File: src/rtl/attn_out_collector_if.sv
// rtl/attn_out_collector_if.sv - beat stream, SRAM pins and readback port of the attention output collector
interface attn_out_if #(
  parameter int ROW_W   = 2,
  parameter int GROUP_W = 5,
  parameter int DATA_W  = 128,
  parameter int ADDR_W  = 7
);
  logic              in_valid;
  logic [ROW_W-1:0]  in_row;
  logic [GROUP_W-1:0] in_group;
  logic [DATA_W-1:0] in_data;

  logic              MEM_CEB;
  logic              MEM_WEN;
  logic [ADDR_W-1:0] MEM_ADDR;
  logic [DATA_W-1:0] MEM_DIN;
  logic [DATA_W-1:0] MEM_DOUT;

  logic              rd_req;
  logic [ADDR_W-1:0] rd_addr;
  logic              rd_valid;
  logic [DATA_W-1:0] rd_data;

  modport master (
    output in_valid, in_row, in_group, in_data, MEM_DOUT, rd_req, rd_addr,
    input  MEM_CEB, MEM_WEN, MEM_ADDR, MEM_DIN, rd_valid, rd_data
  );

  modport slave (
    input  in_valid, in_row, in_group, in_data, MEM_DOUT, rd_req, rd_addr,
    output MEM_CEB, MEM_WEN, MEM_ADDR, MEM_DIN, rd_valid, rd_data
  );
endinterface

File: src/rtl/attn_out_collector.sv
// rtl/attn_out_collector.sv - collects attention output beats into a result SRAM with scoreboard and readback
module attn_out_collector #(
  parameter int ROWS     = 4,
  parameter int GROUPS   = 32,
  parameter int DATA_W   = 128,
  parameter int ADDR_W   = 7,
  parameter int READ_LAT = 1
) (
  input  logic            clk,
  input  logic            rst,
  input  logic            start,
  input  logic            attn_done,
  attn_out_if.slave       bus,
  output logic            busy,
  output logic            collected,
  output logic [ADDR_W:0] count,
  output logic            err_dup,
  output logic            err_missing
);

  localparam int TOTAL = ROWS * GROUPS;
  localparam logic [ADDR_W:0] TOTAL_C = (ADDR_W + 1)'(TOTAL);

  typedef enum logic [1:0] {IDLE, COLLECT, DONE} state_t;

  state_t              state;
  logic [TOTAL-1:0]    sb;
  logic [READ_LAT:0]   rd_pipe;
  logic [DATA_W-1:0]   rd_hold;
  logic [ADDR_W-1:0]   beat_addr;
  logic                accept;
  logic                is_new;
  logic                rd_issue;
  logic [ADDR_W:0]     count_next;

  assign beat_addr = {bus.in_row, bus.in_group};
  assign busy      = (state == COLLECT);

  // The read pipe's last stage lines up with valid MEM_DOUT; rd_data falls back to the last captured word.
  assign bus.rd_valid = rd_pipe[READ_LAT];
  assign bus.rd_data  = rd_pipe[READ_LAT] ? bus.MEM_DOUT : rd_hold;

  // Beat acceptance and scoreboard lookup; a beat in the start cycle belongs to no run and is dropped.
  always_comb begin
    accept     = 1'b0;
    is_new     = 1'b0;
    rd_issue   = 1'b0;
    count_next = count;
    if (state == COLLECT && bus.in_valid && !start) begin
      accept = 1'b1;
      is_new = !sb[beat_addr];
    end
    if (state == DONE && bus.rd_req && !start) begin
      rd_issue = 1'b1;
    end
    count_next = count + {{ADDR_W{1'b0}}, is_new};
  end

  // FSM, scoreboard, status flags, registered SRAM pins and readback tracking.
  always_ff @(posedge clk) begin
    if (rst) begin
      state        <= IDLE;
      sb           <= '0;
      count        <= '0;
      collected    <= 1'b0;
      err_dup      <= 1'b0;
      err_missing  <= 1'b0;
      rd_pipe      <= '0;
      rd_hold      <= '0;
      bus.MEM_CEB  <= 1'b1;
      bus.MEM_WEN  <= 1'b1;
      bus.MEM_ADDR <= '0;
      bus.MEM_DIN  <= '0;
    end else begin
      if (rd_pipe[READ_LAT]) begin
        rd_hold <= bus.MEM_DOUT;
      end
      // start drops any reads still in flight so the new run never sees stale rd_valid.
      if (start) begin
        rd_pipe <= '0;
      end else begin
        rd_pipe <= {rd_pipe[READ_LAT-1:0], rd_issue};
      end

      if (accept) begin
        bus.MEM_CEB  <= 1'b0;
        bus.MEM_WEN  <= 1'b0;
        bus.MEM_ADDR <= beat_addr;
        bus.MEM_DIN  <= bus.in_data;
      end else if (rd_issue) begin
        bus.MEM_CEB  <= 1'b0;
        bus.MEM_WEN  <= 1'b1;
        bus.MEM_ADDR <= bus.rd_addr;
      end else begin
        bus.MEM_CEB  <= 1'b1;
        bus.MEM_WEN  <= 1'b1;
      end

      if (start) begin
        state       <= COLLECT;
        sb          <= '0;
        count       <= '0;
        collected   <= 1'b0;
        err_dup     <= 1'b0;
        err_missing <= 1'b0;
      end else if (state == COLLECT) begin
        if (accept) begin
          sb[beat_addr] <= 1'b1;
          count         <= count_next;
          if (!is_new) begin
            err_dup <= 1'b1;
          end
        end
        // A final beat wins over a simultaneous attn_done, so that run is complete, not missing.
        if (accept && count_next == TOTAL_C) begin
          state     <= DONE;
          collected <= 1'b1;
        end else if (attn_done) begin
          state       <= DONE;
          err_missing <= 1'b1;
        end
      end
    end
  end

endmodule
File: src/flat_wrapper.sv
// flat-port wrapper written by rule: the top's interface ports become plain ports
module attn_out_collector_flat 
#(
  parameter int ROWS     = 4,
  parameter int GROUPS   = 32,
  parameter int DATA_W   = 128,
  parameter int ADDR_W   = 7,
  parameter int READ_LAT = 1
)
  (clk, rst, start, attn_done, busy, collected, count, err_dup, err_missing, bus_in_valid, bus_in_row, bus_in_group, bus_in_data, bus_MEM_DOUT, bus_rd_req, bus_rd_addr, bus_MEM_CEB, bus_MEM_WEN, bus_MEM_ADDR, bus_MEM_DIN, bus_rd_valid, bus_rd_data);
  attn_out_if #(.DATA_W(DATA_W), .ADDR_W(ADDR_W)) bus_i ();
  input  logic clk;
  input  logic rst;
  input  logic start;
  input  logic attn_done;
  output logic busy;
  output logic collected;
  output logic [ADDR_W:0] count;
  output logic err_dup;
  output logic err_missing;
  input wire logic [$bits(bus_i.in_valid)-1:0] bus_in_valid;
  input wire logic [$bits(bus_i.in_row)-1:0] bus_in_row;
  input wire logic [$bits(bus_i.in_group)-1:0] bus_in_group;
  input wire logic [$bits(bus_i.in_data)-1:0] bus_in_data;
  input wire logic [$bits(bus_i.MEM_DOUT)-1:0] bus_MEM_DOUT;
  input wire logic [$bits(bus_i.rd_req)-1:0] bus_rd_req;
  input wire logic [$bits(bus_i.rd_addr)-1:0] bus_rd_addr;
  output wire logic [$bits(bus_i.MEM_CEB)-1:0] bus_MEM_CEB;
  output wire logic [$bits(bus_i.MEM_WEN)-1:0] bus_MEM_WEN;
  output wire logic [$bits(bus_i.MEM_ADDR)-1:0] bus_MEM_ADDR;
  output wire logic [$bits(bus_i.MEM_DIN)-1:0] bus_MEM_DIN;
  output wire logic [$bits(bus_i.rd_valid)-1:0] bus_rd_valid;
  output wire logic [$bits(bus_i.rd_data)-1:0] bus_rd_data;
  assign bus_i.in_valid = bus_in_valid;
  assign bus_i.in_row = bus_in_row;
  assign bus_i.in_group = bus_in_group;
  assign bus_i.in_data = bus_in_data;
  assign bus_i.MEM_DOUT = bus_MEM_DOUT;
  assign bus_i.rd_req = bus_rd_req;
  assign bus_i.rd_addr = bus_rd_addr;
  assign bus_MEM_CEB = bus_i.MEM_CEB;
  assign bus_MEM_WEN = bus_i.MEM_WEN;
  assign bus_MEM_ADDR = bus_i.MEM_ADDR;
  assign bus_MEM_DIN = bus_i.MEM_DIN;
  assign bus_rd_valid = bus_i.rd_valid;
  assign bus_rd_data = bus_i.rd_data;
  attn_out_collector #(.ROWS(ROWS), .GROUPS(GROUPS), .DATA_W(DATA_W), .ADDR_W(ADDR_W), .READ_LAT(READ_LAT)) u_core (.clk(clk), .rst(rst), .start(start), .attn_done(attn_done), .bus(bus_i), .busy(busy), .collected(collected), .count(count), .err_dup(err_dup), .err_missing(err_missing));
endmodule
File: config.mk
export PLATFORM = sky130hd
export DESIGN_NAME = attn_out_collector_flat
export DESIGN_NICKNAME = d
export VERILOG_FILES = /design/src/rtl/attn_out_collector_if.sv /design/src/rtl/attn_out_collector.sv /design/src/flat_wrapper.sv
export SDC_FILE = /design/constraint.sdc
export NUM_CORES = 1
export LEC_CHECK = 0
export ABC_AREA = 0
export BUFFER_PORTS_ARGS = -buffer_cell sky130_fd_sc_hd__buf_2
export CAP_MARGIN = 10
export CORE_AREA = 2 2 214 216
export CTS_BUF_LIST = sky130_fd_sc_hd__clkbuf_8
export CTS_CLUSTER_SIZE = 30
export DETAILED_ROUTE_END_ITERATION = 10
export DIE_AREA = 0 0 216 218
export GPL_TIMING_DRIVEN = 1
export PLACE_DENSITY = 0.62
export SYNTH_ARGS = -nofsm -noshare
export SYNTH_HDL_FRONTEND = slang
export SYNTH_SLANG_ARGS = --single-unit
File: constraint.sdc
create_clock -name clk -period 4.35 [get_ports clk]
set_clock_uncertainty 0.15 [all_clocks]
set_input_delay 0.2175 -clock clk [delete_from_list [all_inputs] [get_ports clk]]
set_output_delay 0.2175 -clock clk [all_outputs]
set_load 0.02 [all_outputs]
# Word-level counts from Yosys, hierarchy flattened
# Cells that the tools add are included.
[word_totals] reg_bits=408
[op_classes] n_mux=17 n_eq_ne=3 n_lt_le_gt_ge=2 n_addsub=1 reduce_logical=19 n_bitwise=3
[ops] cell="two-way mux 128 bit" count=1
[ops] cell="bitwise OR 128 bit" count=1
[ops] cell="two-way mux 7 bit" count=2
[ops] cell="two-way mux 1 bit" count=10
[ops] cell="adder 8 x 1 -> 8 bit" count=1
[ops] cell="equality test 8 bit (second input constant)" count=1
[ops] cell="< comparator 7 x 8 -> 1 bit (second input constant)" count=1
[ops] cell="AND reduction 2 bit" count=4
[ops] cell="binary-select mux 1 bit (select 7 bit)" count=1
[ops] cell="demux 1 bit (select 7 bit)" count=1
[ops] cell="greater-or-equal comparator 7 x 1 -> 1 bit (second input constant)" count=1
[ops] cell="logical AND 1 bit" count=6
[ops] cell="AND reduction 3 bit" count=2
[ops] cell="nonzero test 2 bit" count=3
[ops] cell="two-way mux 2 bit" count=2
[ops] cell="nonzero test 3 bit" count=1
[ops] cell="equality test 2 x 1 -> 1 bit (second input constant)" count=1
[ops] cell="equality test 2 bit (second input constant)" count=1
[ops] cell="logical NOT 1 bit" count=2
[ops] cell="inverter 1 bit" count=2
[ops] cell="OR reduction 2 bit" count=1

# Logic depth before layout (Yosys ltp)
# Gate-level depths: netlist (run 1).
[depth] ltp_word=10 ltp_mapped=18

# Worst setup path before layout (run 1)
# Ideal clock, no wire load.
[synth_path] kind="input to register" start="input bus_in_group[2]" end="register u_core.state[0]" slack_ns=0.995 t_arrival_ns=3.090 stages=16 setup_time_ns=0.115 n_path_buf=1 path_cell_list="buf_6 -> nor2b_4 -> a22o_1 -> a221o_1 -> o221a_1 -> o311ai_2 -> o2111ai_4 -> nor2_1 -> ha_1 -> xnor2_1 -> nand2_1 -> nor2_1 -> o21ai_0 -> mux2_2 -> a211o_1 -> and2_1"
[synth_between] elab_chain_len=10 word_cells_on_any_way=12 classes_between="add/sub: 1; eq/ne: 1; mux: 6; reduce/logical: 4"
[synth_rtl] element="start: declaration" line_no="flat_wrapper.sv:23" rtl="input wire logic [$bits(bus_i.in_group)-1:0] bus_in_group;"
[synth_rtl] element="binary-select mux 1 bit (select 7 bit) *" line_no="attn_out_collector.sv:51" rtl="is_new = !sb[beat_addr];"
[synth_rtl] element="two-way mux 1 bit (not written as such) *" line_no="attn_out_collector.sv:51"
[synth_rtl] element="logical NOT 1 bit *" line_no="attn_out_collector.sv:51"
[synth_rtl] element="two-way mux 1 bit *" line_no="attn_out_collector.sv:49" rtl="if (state == COLLECT && bus.in_valid && !start) begin"
[synth_rtl] element="adder 8 x 1 -> 8 bit *" line_no="attn_out_collector.sv:56" rtl="count_next = count + {{ADDR_W{1'b0}}, is_new};"
[synth_rtl] element="equality test 8 bit *" line_no="attn_out_collector.sv:115" rtl="if (accept && count_next == TOTAL_C) begin"
[synth_rtl] element="logical AND 1 bit *" line_no="attn_out_collector.sv:115"
[synth_rtl] element="two-way mux 2 bit" line_no="attn_out_collector.sv:115"
[synth_rtl] element="two-way mux 1 bit" line_no="attn_out_collector.sv:106" rtl="end else if (state == COLLECT) begin"
[synth_rtl] element="two-way mux 1 bit" line_no="attn_out_collector.sv:99" rtl="if (start) begin"
[synth_rtl] element="end signal: assignment" line_no="attn_out_collector.sv:100" rtl="state <= COLLECT;"
[synth_rtl] element="end signal: assignment" line_no="attn_out_collector.sv:116" rtl="state <= DONE;"
[synth_rtl] element="end signal: assignment" line_no="attn_out_collector.sv:119" rtl="state <= DONE;"
[synth_rtl] element="end: declaration" line_no="attn_out_collector.sv:26" rtl="state_t state;"
# Every way passes the cells marked *; elsewhere a longest branch is shown, timed or not. The select of a mux whose other input is x is not followed.
# A chain may end at the register's enable or synchronous reset.

# Final worst setup path (run 1)
[layout_path] start="register u_core.sb[103]" end="register u_core.state[0]"
[layout_between] elab_chain_len=10 word_cells_on_any_way=12 classes_between="add/sub: 1; eq/ne: 1; mux: 6; reduce/logical: 4"
[layout_rtl] element="start: declaration" line_no="attn_out_collector.sv:27" rtl="logic [TOTAL-1:0] sb;"
[layout_rtl] element="start signal: assignment" line_no="attn_out_collector.sv:63" rtl="sb <= '0;"
[layout_rtl] element="start signal: assignment" line_no="attn_out_collector.sv:101" rtl="sb <= '0;"
[layout_rtl] element="start signal: indexed assignment" line_no="attn_out_collector.sv:108" rtl="sb[beat_addr] <= 1'b1;"
[layout_rtl] element="binary-select mux 1 bit (select 7 bit) *" line_no="attn_out_collector.sv:51"
[layout_rtl] element="two-way mux 1 bit (not written as such) *" line_no="attn_out_collector.sv:51"
[layout_rtl] element="logical NOT 1 bit *" line_no="attn_out_collector.sv:51"
[layout_rtl] element="two-way mux 1 bit *" line_no="attn_out_collector.sv:49"
[layout_rtl] element="adder 8 x 1 -> 8 bit *" line_no="attn_out_collector.sv:56"
[layout_rtl] element="equality test 8 bit *" line_no="attn_out_collector.sv:115"
[layout_rtl] element="logical AND 1 bit *" line_no="attn_out_collector.sv:115"
[layout_rtl] element="two-way mux 2 bit" line_no="attn_out_collector.sv:115"
[layout_rtl] element="two-way mux 1 bit" line_no="attn_out_collector.sv:106"
[layout_rtl] element="two-way mux 1 bit" line_no="attn_out_collector.sv:99"
# Marked as above.

==> results.md, run 1 <==
### Yosys
• **number of nets produced by synthesis** 1976
• **cell type contributing the most total cell area after synthesis** sky130_fd_sc_hd__dfxtp_1
• **gate count after technology mapping** 1699
• **area share of fa/ha/maj cells after synthesis** 0.000808
• **async set-or-reset flop fraction in the synthesized netlist** 0
• **count of state elements after synthesis** 408
• **dominant cells by area after synthesis** sky130_fd_sc_hd__dfxtp_1 (53%), sky130_fd_sc_hd__mux2_2 (9.7%), sky130_fd_sc_hd__a21oi_1 (9.0%)
• **netlist area before placement** 15500 um2
• **Cell variety after synth** 50
• **dominant combinational cell family by area after synthesis** simple AND/OR/NAND/NOR gates
• **Synth Area in Simple Gates** 0.183
• **share of synthesized area occupied by flip-flops and latches** 0.528
• **mean area per synthesized cell** 9.11 um2
• **compound-cell area share of the yosys netlist** 0.128
• **ys flop type** sky130_fd_sc_hd__dfxtp_1
• **number of enable flip-flop cells after synthesis** 0
• **proportion of synthesized area in mux cells** 0.120
• **area fraction of the dominant cell type after synthesis** 0.528
• **yosys warns** 0
• **xor/xnor cell area share of the yosys netlist** 0.00453

### Floorplanning
• **Row Count** 78
• **die height** 218 um
• **Die X** 216 um
• **DIE AREA** 47100 um2
• **core outline area** 44900 um2
• **top-level I/O count** 554
• **effective utilization at floorplan** 0.345

### Cells and area
• **final net count** 2785
• **non-filler cells, final** 3159
• **fraction of final layout cells sized beyond drive strength 1** 0.325
• **area overhead of the layout relative to synthesis** 48.5%

### Drt
• **via count** 15800
• **number of design-rule violations left by the first detailed-router iteration** 1224
• **antenna-violating nets left** 0
• **total wire length after detailed routing** 64700 um
• **number of vias per cell** 4.99
• **post-detailed-route wirelength per cell** 20.5 um
• **remaining routing DRC violations** 0
• **first-pass iteration count of the detailed router** 5

### Worst hold path
• **hold path cells** 2
• **beginning of the worst hold path** rst
• **worst hold endpoint** u_core.bus.MEM_ADDR[0]$_SDFFE_PP0N_
• **Tightest Hold Check Type** in2reg

### Timing
• **unrepaired setup endpoints after global routing** no
• **Final Max Slew Viols** 0
• **minimum hold slack** -0.0142 ns
• **worst relative slew slack** 0.307
• **maximum achievable frequency** 289 MHz
• **ratio of final minimum period to clock period** 0.795
• **transition time at the pin with the least slew margin** 1.04 ns
• **number of hold violations in the final report** 1
• **Period minus WS final** 3.46 ns
• **Setup TNS** 0 ns
• **final setup fails** 0

### GRT
• **maximum number of pins on one net before global-route repair** 141
• **GRT Residual Overflow** 0
• **global-route wire length before repair** 93100 um
• **via count of the first global-routing pass** 15200
• **global-route usage over all layers** 0.260
• **antenna violations before repair** 12

### Critical path
• **critical path start-end classification** reg2reg
• **category of the worst setup path capture point** flip-flop
• **Arrival @ worst endpoint** 3.83 ns
• **Critical Path RT** 4.72 ns
• **CP Max Fanout** 5
• **endpoint of the worst-slack reg-to-reg timing path** u_core.state[0]$_SDFFE_PP0P_
• **startpoint of the worst register-to-register path** u_core.sb[103]$_SDFFE_PP0P_
• **cell count of the worst reg-to-reg path** 15
• **kind of start point of the critical path** flip-flop
• **r2r setup slk** 0.89 ns

### Pwr
• **sequential power share** 0.477
• **fraction of power consumed by the clock network** 0.435
• **total net switching power** 1.94 mW
• **leakage power of the design** 10.1 nW
• **sw frac** 0.244
• **PD cells** 346 nW/um2
• **VDD IR max** 0.267 mV
• **Int Power** 6.01 mW
• **Comb pwr share** 0.089

### CTS
• **H-Tree Level Count** 3
• **Resized Gates After CTS** 0
• **Num Clock Sinks** 408
• **CTS clock-pin slew for the worst setup and hold paths** 0.06 ns
• **total clock buffers created by CTS** 71
• **Clock Root Buffer** sky130_fd_sc_hd__clkbuf_8
• **number of buffers on the longest clock path** 3
• **CTS tree** built
• **Worst-Skew Late Latency** 0.64 ns

### Placed design
• **DP Cell Count** 2753
• **GPL Wtd Cong** 0.917
• **Post-DP HPWL** 44300 um
• **port buffer count** 553

### Outcome
• **outcome** finished with violations
• **violated checks** negative hold slack

### Job
• **Max Cap Viol** 0

worst max path at each step:
| stage | from | endpoint | slack (ns) | cells after the start |
|---|---|---|---|---|
| 4_1_cts | u_core.sb[103]$_SDFFE_PP0P_ | u_core.collected$_SDFFE_PP0P_ | 0.91 | 15 |
| 2_1_floorplan | bus_in_group[2] | u_core.state[0]$_SDFFE_PP0P_ | 1.0 | 16 |
| 6_report | u_core.sb[103]$_SDFFE_PP0P_ | u_core.state[0]$_SDFFE_PP0P_ | 0.89 | 15 |
| 5_1_grt | u_core.sb[51]$_SDFFE_PP0P_ | u_core.state[0]$_SDFFE_PP0P_ | 0.71 | 16 |
| 3_5_place_dp | bus_in_group[0] | u_core.state[0]$_SDFFE_PP0P_ | 0.35 | 18 |
| 3_3_place_gp | bus_in_group[0] | u_core.state[0]$_SDFFE_PP0P_ | 0.33 | 18 |
Yosys cell counts, types with 2 or more instances:
cell and instances:
sky130_fd_sc_hd__dfxtp_1 408, sky130_fd_sc_hd__nand2_1 284, sky130_fd_sc_hd__a21oi_1 278, sky130_fd_sc_hd__nor2_1 165
sky130_fd_sc_hd__nor2b_1 136, sky130_fd_sc_hd__mux2_2 134, sky130_fd_sc_hd__clkbuf_1 110, sky130_fd_sc_hd__mux2i_1 26
sky130_fd_sc_hd__a22oi_1 21, sky130_fd_sc_hd__a221oi_1 16, sky130_fd_sc_hd__nor3_1 15, sky130_fd_sc_hd__nand3_1 8
sky130_fd_sc_hd__inv_1 7, sky130_fd_sc_hd__nand2b_1 7, sky130_fd_sc_hd__buf_2 6, sky130_fd_sc_hd__and3_1 5
sky130_fd_sc_hd__o21ai_0 5, sky130_fd_sc_hd__or3_1 5, sky130_fd_sc_hd__xnor2_1 5, sky130_fd_sc_hd__buf_6 4
sky130_fd_sc_hd__a211oi_1 3, sky130_fd_sc_hd__a22o_1 3, sky130_fd_sc_hd__buf_1 3, sky130_fd_sc_hd__buf_4 3
sky130_fd_sc_hd__mux4_2 3, sky130_fd_sc_hd__nor4_1 3, sky130_fd_sc_hd__o2bb2ai_1 3, sky130_fd_sc_hd__or2_2 3
sky130_fd_sc_hd__xor2_1 3, sky130_fd_sc_hd__a211o_1 2, sky130_fd_sc_hd__a221o_1 2, sky130_fd_sc_hd__a31oi_1 2
sky130_fd_sc_hd__and2_1 2, sky130_fd_sc_hd__mux2_1 2, sky130_fd_sc_hd__o41ai_1 2
registers in the layout, summed over array words and instances (netlist names):
| signal | count |
|---|---|
| u_core.bus.MEM_WEN | 1 |
| u_core.bus.MEM_CEB | 1 |
| u_core.bus.MEM_ADDR | 7 |
| u_core.rd_pipe | 2 |
| u_core.sb | 128 |
| u_core.count | 8 |
| u_core.bus.MEM_DIN | 128 |
| u_core.err_dup | 1 |
| u_core.rd_hold | 128 |
| u_core.state | 2 |
| u_core.collected | 1 |
| u_core.err_missing | 1 |
layout by cell type (no fill, tap or decap), types with 12 or more instances in the layout:
master                          synthesis  routed
sky130_fd_sc_hd__clkbuf_8               0      94
sky130_fd_sc_hd__nor2b_1              136     136
sky130_fd_sc_hd__mux2i_1               26      26
sky130_fd_sc_hd__nor3_1                15      12
sky130_fd_sc_hd__nor2_1               165     163
sky130_fd_sc_hd__mux2_2               134     134
sky130_fd_sc_hd__buf_2                  6     552
sky130_fd_sc_hd__inv_1                  7      27
sky130_fd_sc_hd__a21oi_1              278     278
sky130_fd_sc_hd__a22oi_1               21      21
sky130_fd_sc_hd__dlygate4sd3_1          0     282
sky130_fd_sc_hd__a221oi_1              16      16
sky130_fd_sc_hd__buf_4                  3      24
sky130_fd_sc_hd__dfxtp_1              408     407
sky130_fd_sc_hd__nand2_1              284     284
worst max-delay path, stage by stage, from the launching register on:
cell and delay (ns):
sky130_fd_sc_hd__dfxtp_1 0.31, sky130_fd_sc_hd__mux2_1 0.29, sky130_fd_sc_hd__a221oi_1 0.29, sky130_fd_sc_hd__o21a_1 0.17, sky130_fd_sc_hd__a311oi_1 0.06, sky130_fd_sc_hd__o311ai_2 0.36, sky130_fd_sc_hd__o2111ai_4 0.21, sky130_fd_sc_hd__nor2_1 0.17
sky130_fd_sc_hd__ha_1 0.26, sky130_fd_sc_hd__xnor2_1 0.14, sky130_fd_sc_hd__nand2_1 0.06, sky130_fd_sc_hd__nor2_1 0.10, sky130_fd_sc_hd__o21ai_0 0.09, sky130_fd_sc_hd__mux2_2 0.29, sky130_fd_sc_hd__a211o_1 0.26, sky130_fd_sc_hd__and2_1 0.14
metal layers:
| metal | part of all wire | track usage | up-vias |
|---|---|---|---|
| met4 | 0.041 | 0.112 | 8 |
| met3 | 0.089 | 0.0901 | 165 |
| li1 | - | - | 7328 |
| met2 | 0.43 | 0.387 | 763 |
| met5 | 0.00085 | 0 | - |
| met1 | 0.44 | 0.340 | 7510 |
cell families (layout without fill, tap and decap cells):
kind of cell | count (synthesis) | in the layout
fa+ha+maj | 1 | 1
flops | 408 | 408
simple gates | 636 | 636
xor+xnor | 8 | 8
compound gates | 348 | 348
other cells | 0 | 5
buf+inv | 133 | 988
mux | 165 | 165
area by class of cell:
class | instances | area [um2]
clock buffer | 93 | 1280
clock inverter | 26 | 114
multi-input combinational | 1158 | 6790
timing repair buffer | 862 | 5840
antenna | 5 | 12.5
inverter | 7 | 26.3
sequential | 408 | 8170
tap | 600 | 751
fill | 4099 | 21900
power groups by stage:
stage	clock (mW)	combinational, mW	sequential (mW)
global placement	0	0.472	3.87
global route	3.71	0.749	3.79
detailed placement	0	0.481	3.87
finish	3.45	0.705	3.79
CTS	3.54	0.691	3.79
floorplan	0	0.207	3.91
what timing repair did:
item,in CTS,in global routing
buffers inserted,0,0
endpoints found under the hold margin,270,0
setup endpoints to repair,0,0
hold buffers,282,0
through the flow:
| step | instance area (um2) | util | hold slack (ns) | power [mW] | setup WS [ns] |
|---|---|---|---|---|---|
| final | 23000 | 0.512 | -0.0142 | 7.95 | 0.892 |
| after global routing | 23000 | 0.512 | 0.0359 | 8.25 | 0.711 |
| after CTS | 23000 | 0.512 | 0.00401 | 8.02 | 0.909 |
| after detailed placement | 18800 | 0.418 | 0.241 | 4.35 | 0.354 |
| after global placement | 18800 | 0.418 | 0.237 | 4.34 | 0.333 |
| after floorplan | 15500 | - | 0.157 | 4.11 | 0.995 |
Note: power is estimated with default switching activity, not from simulation.
==> inputs of run 2 (changes only) <==
==> constraint.sdc (replaced) <==
create_clock -name clk -period 3.51 [get_ports clk]
set_clock_uncertainty 0.15 [all_clocks]
set_input_delay 0.1755 -clock clk [delete_from_list [all_inputs] [get_ports clk]]
set_output_delay 0.1755 -clock clk [all_outputs]
set_load 0.02 [all_outputs]
==> results.md, run 2 (same netlist as run 1, synthesis figures left out) <==
### Worst hold path
• **Tightest Hold Check Type** in2reg

### Drt
• **number of design-rule violations left by the first detailed-router iteration** 1195, -2.4%
• **antenna-violating nets left** 0, unchanged
• **remaining routing DRC violations** 0, unchanged
• **via count** 16000, +1.7%
• **first-pass iteration count of the detailed router** 6, +1
• **post-detailed-route wirelength per cell** 20.5 um, +0.37%
• **number of vias per cell** 4.94, -1.1%
• **total wire length after detailed routing** 66700 um, +3.2%

### Pwr
• **Comb pwr share** 0.092, +0.003
• **PD cells** 425 nW/um2, +23%
• **fraction of power consumed by the clock network** 0.444, +0.009
• **leakage power of the design** 10.7 nW, +5.4%
• **Int Power** 7.59 mW, +26%
• **sw frac** 0.250, +0.00581
• **total net switching power** 2.53 mW, +30%
• **VDD IR max** 0.349 mV, +31%
• **sequential power share** 0.464, -0.013

### Outcome
• **outcome** complete, no violations

### Floorplanning
• **core outline area** 44900 um2, unchanged
• **top-level I/O count** 554, unchanged
• **effective utilization at floorplan** 0.345, unchanged
• **Die X** 216 um, unchanged
• **DIE AREA** 47100 um2, unchanged
• **Row Count** 78, unchanged
• **die height** 218 um, unchanged

### Placed design
• **GPL Wtd Cong** 0.921, +0.50%
• **port buffer count** 553, unchanged
• **DP Cell Count** 2793, +1.5%
• **worst-case setup slack after placement** -0.223 ns, -0.577 ns
• **total placed instance area** 19100 um2, +1.7%
• **Post-DP HPWL** 44600 um, +0.75%

### Critical path
• **Critical Path RT** 3.89 ns, -0.83 ns
• **CP Max Fanout** 3, -2
• **Arrival @ worst endpoint** 3.79 ns, -0.04 ns
• **kind of start point of the critical path** flip-flop
• **category of the worst setup path capture point** flip-flop
• **critical path start-end classification** reg2reg

### CTS
• **number of buffers on the longest clock path** 3, unchanged
• **Clock Root Buffer** sky130_fd_sc_hd__clkbuf_8
• **Worst-Skew Late Latency** 0.63 ns, about the same
• **CTS clock-pin slew for the worst setup and hold paths** 0.06 ns, about the same
• **H-Tree Level Count** 3, unchanged
• **CTS tree** built
• **Num Clock Sinks** 408, unchanged
• **total clock buffers created by CTS** 72, +1.4%

### Timing
• **Period minus WS final** 3.41 ns, -0.0450 ns
• **Setup TNS** 0 ns, unchanged
• **slack of the critical path** 0.0966 ns, -0.795 ns
• **Final Max Slew Viols** 0, unchanged
• **maximum achievable frequency** 293 MHz, +1.3%
• **number of hold violations in the final report** 0, -1
• **transition time at the pin with the least slew margin** 1.11 ns, +0.0707 ns
• **worst relative slew slack** 0.253, -0.0540
• **final setup fails** 0, unchanged
• **ratio of final minimum period to clock period** 0.972, +0.177

### Cells and area
• **highest-count cells in the layout ignoring fill and taps** sky130_fd_sc_hd__buf_2 (552), sky130_fd_sc_hd__dfxtp_1 (407), sky130_fd_sc_hd__dlygate4sd3_1 (327)
• **final net count** 2871, +3.1%
• **sequential cell area** 8170 um2, unchanged
• **top flop regs** u_core.bus.MEM_DIN: 128 flops, u_core.rd_hold: 128 flops, u_core.sb: 128 flops
• **fraction of final layout cells sized beyond drive strength 1** 0.329, +0.00405
• **most common cell after layout, fill and taps aside** sky130_fd_sc_hd__buf_2
• **area overhead of the layout relative to synthesis** 53.9%
• **final instance area** 23800 um2, +3.6%
• **non-filler cells, final** 3248, +2.8%
• **combined area of the multi-input logic cells** 6790 um2, about the same
• **FILL cells** 4031, -1.7%

### GRT
• **maximum number of pins on one net before global-route repair** 211, +50%
• **global-route usage over all layers** 0.270, +0.0101
• **GRT Residual Overflow** 0, unchanged
• **via count of the first global-routing pass** 15800, +4.0%
• **antenna violations before repair** 7, -5
• **global-route wire length before repair** 96400 um, +3.6%

### Job
• **Max Cap Viol** 0, unchanged

==> run 2: changes by cell type in the layout (fill, tap and decap cells not counted), moves of 2 or more <==
cell / change
sky130_fd_sc_hd__buf_4: +38
sky130_fd_sc_hd__inv_1: +2
sky130_fd_sc_hd__buf_12: +2
sky130_fd_sc_hd__dlygate4sd3_1: +45
sky130_fd_sc_hd__nor3_1: +2
sky130_fd_sc_hd__nor3_2: -2
sky130_fd_sc_hd__inv_8: +2
==> run 2: timing repair <==
item,4_1_cts,5_1_grt
setup endpoints to repair,0,3
hold buffers,327,0
buffers inserted,0,0
resized for setup,0,2
endpoints found under the hold margin,282,0
==> run 2: path summary, 6_finish.rpt <==
kind / from / end / slack (ns) / cells after the start
max: u_core.sb[111]$_SDFFE_PP0P_ / u_core.state[0]$_SDFFE_PP0P_ / 0.1 / 15
min: bus_in_group[1] / u_core.bus.MEM_ADDR[1]$_SDFFE_PP0N_ / 0.08 / 4
max reg2reg: u_core.sb[111]$_SDFFE_PP0P_ / u_core.state[0]$_SDFFE_PP0P_ / 0.1 / 15
min reg2reg: u_core.rd_pipe[0]$_SDFF_PP0_ / u_core.rd_pipe[1]$_SDFF_PP0_ / 0.26 / 2
==> run 2: area by class of cell <==
cell class                 instances  area share
sequential                       408       0.343
multi-input combinational       1158       0.285
timing repair buffer             947       0.278
tap                              600      0.0315
clock inverter                    31     0.00730
inverter                           7     0.00110
antenna                            4    0.000420
clock buffer                      93      0.0537
==> run 2: critical path, stage by stage (launching register included) <==
cell and delay [ns]:
sky130_fd_sc_hd__dfxtp_1 0.31, sky130_fd_sc_hd__and3_1 0.15, sky130_fd_sc_hd__a2111oi_1 0.41, sky130_fd_sc_hd__a21oi_1 0.08, sky130_fd_sc_hd__o221a_1 0.27, sky130_fd_sc_hd__o311ai_4 0.32, sky130_fd_sc_hd__o2111ai_4 0.20, sky130_fd_sc_hd__nor2_1 0.16
sky130_fd_sc_hd__ha_1 0.19, sky130_fd_sc_hd__xnor2_1 0.12, sky130_fd_sc_hd__nand2_1 0.07, sky130_fd_sc_hd__nor2_1 0.09, sky130_fd_sc_hd__o21ai_0 0.09, sky130_fd_sc_hd__mux2_2 0.28, sky130_fd_sc_hd__a211o_1 0.27, sky130_fd_sc_hd__and2_1 0.15
==> run 2: power groups by stage <==
stage / clock [mW] / combinational [mW] / sequential [mW]
global placement: 0 / 0.622 / 4.79
finish: 4.49 / 0.934 / 4.70
floorplan: 0 / 0.256 / 4.84
detailed placement: 0 / 0.632 / 4.79
global route: 4.80 / 0.988 / 4.70
CTS: 4.57 / 0.910 / 4.69
==> run 2: through the flow <==
step | hold slack, ns | util | total power [mW]
final | 0.0845 | 0.531 | 10.1
after global routing | 0.0862 | 0.530 | 10.5
after CTS | 0.0119 | 0.530 | 10.2
after detailed placement | 0.252 | 0.425 | 5.43
after global placement | 0.237 | 0.425 | 5.42
after floorplan | 0.115 | - | 5.10
==> run 2: metal layers <==
layer / global-route usage / wire, um
met2: 0.409 / 29100
met1: 0.333 / 27700
met4: 0.120 / 2480
met3: 0.115 / 7400
met5: 0 / 35
==> inputs of run 3 (changes only) <==
--- a/config.mk
+++ b/config.mk
@@ -8,13 +8,14 @@
 export ABC_AREA = 0
 export BUFFER_PORTS_ARGS = -buffer_cell sky130_fd_sc_hd__buf_2
 export CAP_MARGIN = 10
-export CORE_AREA = 2 2 214 216
+export CORE_AREA = 2 2 218 220
 export CTS_BUF_LIST = sky130_fd_sc_hd__clkbuf_8
 export CTS_CLUSTER_SIZE = 30
 export DETAILED_ROUTE_END_ITERATION = 10
-export DIE_AREA = 0 0 216 218
+export DIE_AREA = 0 0 220 222
 export GPL_TIMING_DRIVEN = 1
-export PLACE_DENSITY = 0.62
+export PLACE_DENSITY = 0.6
+export REMOVE_ABC_BUFFERS = 1
 export SYNTH_ARGS = -nofsm -noshare
 export SYNTH_HDL_FRONTEND = slang
 export SYNTH_SLANG_ARGS = --single-unit
==> results.md, run 3 (same netlist as run 1, synthesis figures left out) <==
### Pwr
• **VDD IR max** 0.306 mV, -12%
• **PD cells** 420 nW/um2, -1.2%
• **leakage power of the design** 10.5 nW, -1.4%

### Drt
• **first-pass iteration count of the detailed router** 7, +1
• **antenna-violating nets left** 0, unchanged
• **via count** 15700, -1.9%
• **total wire length after detailed routing** 61200 um, -8.2%
• **remaining routing DRC violations** 0, unchanged
• **number of vias per cell** 4.86, -1.6%
• **post-detailed-route wirelength per cell** 18.9 um, -7.9%
• **number of design-rule violations left by the first detailed-router iteration** 1060, -11%

### Timing
• **maximum achievable frequency** 298 MHz, +1.6%
• **final setup fails** 0, unchanged
• **transition time at the pin with the least slew margin** 1.16 ns, +0.0514 ns
• **number of hold violations in the final report** 0, unchanged
• **Final Max Slew Viols** 0, unchanged
• **Period minus WS final** 3.36 ns, -0.0552 ns
• **worst relative slew slack** 0.220, -0.0334
• **slack of the critical path** 0.152 ns, +0.0552 ns
• **ratio of final minimum period to clock period** 0.957, -0.0157

### CTS
• **CTS tree** built
• **Clock Root Buffer** sky130_fd_sc_hd__clkbuf_8
• **CTS clock-pin slew for the worst setup and hold paths** 0.06 ns, about the same
• **total clock buffers created by CTS** 72, unchanged
• **Worst-Skew Late Latency** 0.64 ns, about the same
• **H-Tree Level Count** 3, unchanged
• **number of buffers on the longest clock path** 3, unchanged
• **Num Clock Sinks** 408, unchanged

### Placed design
• **GPL Wtd Cong** 0.925, +0.45%
• **worst-case setup slack after placement** -0.182 ns, +0.0401 ns
• **DP Cell Count** 2793, unchanged
• **port buffer count** 553, unchanged
• **total placed instance area** 19000 um2, -0.16%
• **Post-DP HPWL** 41300 um, -7.5%

### GRT
• **maximum number of pins on one net before global-route repair** 192, -9.0%
• **global-route usage over all layers** 0.238, -0.0318
• **antenna violations before repair** 7, unchanged
• **via count of the first global-routing pass** 15800, -0.44%
• **global-route wire length before repair** 90000 um, -6.7%
• **GRT Residual Overflow** 0, unchanged

### Cells and area
• **sequential cell area** 8170 um2, unchanged
• **top flop regs** u_core.bus.MEM_DIN: 128 flops, u_core.rd_hold: 128 flops, u_core.sb: 128 flops
• **FILL cells** 4179, +3.7%
• **highest-count cells in the layout ignoring fill and taps** sky130_fd_sc_hd__buf_2 (552), sky130_fd_sc_hd__dfxtp_1 (407), sky130_fd_sc_hd__dlygate4sd3_1 (314)
• **most common cell after layout, fill and taps aside** sky130_fd_sc_hd__buf_2
• **final net count** 2851, -0.70%
• **final instance area** 23600 um2, -0.84%
• **area overhead of the layout relative to synthesis** 52.6%
• **fraction of final layout cells sized beyond drive strength 1** 0.330, +0.000350
• **non-filler cells, final** 3238, -0.31%
• **combined area of the multi-input logic cells** 6800 um2, about the same

### Floorplanning
• **Row Count** 79, +1.3%
• **DIE AREA** 48800 um2, +3.7%
• **top-level I/O count** 554, unchanged
• **effective utilization at floorplan** 0.335, -0.0102
• **core outline area** 46300 um2, +3.0%
• **die height** 222 um, +1.8%
• **Die X** 220 um, +1.9%

### Critical path
• **Critical path origin** u_core.sb[103]$_SDFFE_PP0P_
• **CP Max Fanout** 3, unchanged
• **Critical Path RT** 3.89 ns, about the same
• **endpoint of the worst-slack reg-to-reg timing path** u_core.state[0]$_SDFFE_PP0P_
• **startpoint of the worst register-to-register path** u_core.sb[103]$_SDFFE_PP0P_
• **category of the worst setup path capture point** flip-flop
• **critical path start-end classification** reg2reg
• **cell count of the worst reg-to-reg path** 14, -1
• **r2r setup slk** 0.15 ns, +0.06 ns
• **Arrival @ worst endpoint** 3.74 ns, -0.05 ns
• **kind of start point of the critical path** flip-flop

### Worst hold path
• **beginning of the worst hold path** bus_in_row[0]
• **hold path cells** 4, unchanged
• **Tightest Hold Check Type** in2reg
• **worst hold endpoint** u_core.sb[22]$_SDFFE_PP0P_

### Job
• **Max Cap Viol** 0, unchanged

### Outcome
• **outcome** complete, no violations

-- run 3: final cells by class --
| cell class | count | share of cell area |
|---|---|---|
| repair buffers | 927 | 0.273 |
| flip-flops and latches | 408 | 0.346 |
| multi-input cells | 1158 | 0.288 |
| clock buffers | 89 | 0.0519 |
| well taps | 607 | 0.0322 |
| clock inverters | 34 | 0.00752 |
| inverters | 7 | 0.00111 |
| diodes | 8 | 0.000848 |
-- run 3: how the worst max path moves through the flow --
stage	endpoint	slack [ns]	cells past startpoint
after floorplan	u_core.state[0]$_SDFFE_PP0P_	-3.90	13
final	u_core.state[0]$_SDFFE_PP0P_	0.15	14
after detailed placement	u_core.state[0]$_SDFFE_PP0P_	-0.18	15
after global placement	u_core.state[0]$_SDFFE_PP0P_	-0.10	17
after global routing	u_core.state[0]$_SDFFE_PP0P_	-0.04	14
after CTS	u_core.state[0]$_SDFFE_PP0P_	0.06	14
-- run 3: per-stage QoR --
stage | total power [mW] | setup TNS (ns) | util | hold slack (ns)
finish | 9.91 | 0 | 0.511 | 0.0880
floorplan | 5.02 | -848.85 | - | 0.0946
global route | 10.3 | -0.0704 | 0.510 | 0.0805
global placement | 5.39 | -0.191 | 0.412 | 0.242
detailed placement | 5.40 | -0.443 | 0.412 | 0.245
CTS | 10.0 | 0 | 0.510 | 0.00561
-- run 3: worst max-delay path, stage by stage, from the launching register on --
cell and delay, ns:
sky130_fd_sc_hd__dfxtp_1 0.31, sky130_fd_sc_hd__mux2_1 0.31, sky130_fd_sc_hd__a221oi_2 0.30, sky130_fd_sc_hd__o21a_1 0.16, sky130_fd_sc_hd__a311oi_1 0.06, sky130_fd_sc_hd__o311ai_2 0.31
sky130_fd_sc_hd__o2111ai_4 0.20, sky130_fd_sc_hd__nor2_1 0.16, sky130_fd_sc_hd__ha_2 0.21, sky130_fd_sc_hd__buf_4 0.11, sky130_fd_sc_hd__buf_4 0.10, sky130_fd_sc_hd__a31oi_1 0.07
sky130_fd_sc_hd__or3_1 0.34, sky130_fd_sc_hd__a211o_1 0.31, sky130_fd_sc_hd__and2_1 0.14
-- run 3: report_power, final --
| group | internal (mW) | switching [mW] | total [mW] |
|---|---|---|---|
| sequential | 4.67 | 0.0227 | 4.70 |
| clock | 2.35 | 1.98 | 4.33 |
| combinational | 0.450 | 0.439 | 0.889 |
| total | 7.47 | 2.44 | 9.91 |
-- run 3: layer usage --
layer,track usage,part of all wire
met1,0.264,0.38
met2,0.409,0.49
met3,0.0571,0.074
met4,0.144,0.053
met5,0,0.00047
-- run 3: timing repair --
item / in CTS / in global routing
gates resized for setup: 0 / 4
setup buffers: 0 / 0
hold buffers: 314 / 0
setup endpoints to repair: 0 / 3
hold endpoints to repair: 302 / 0
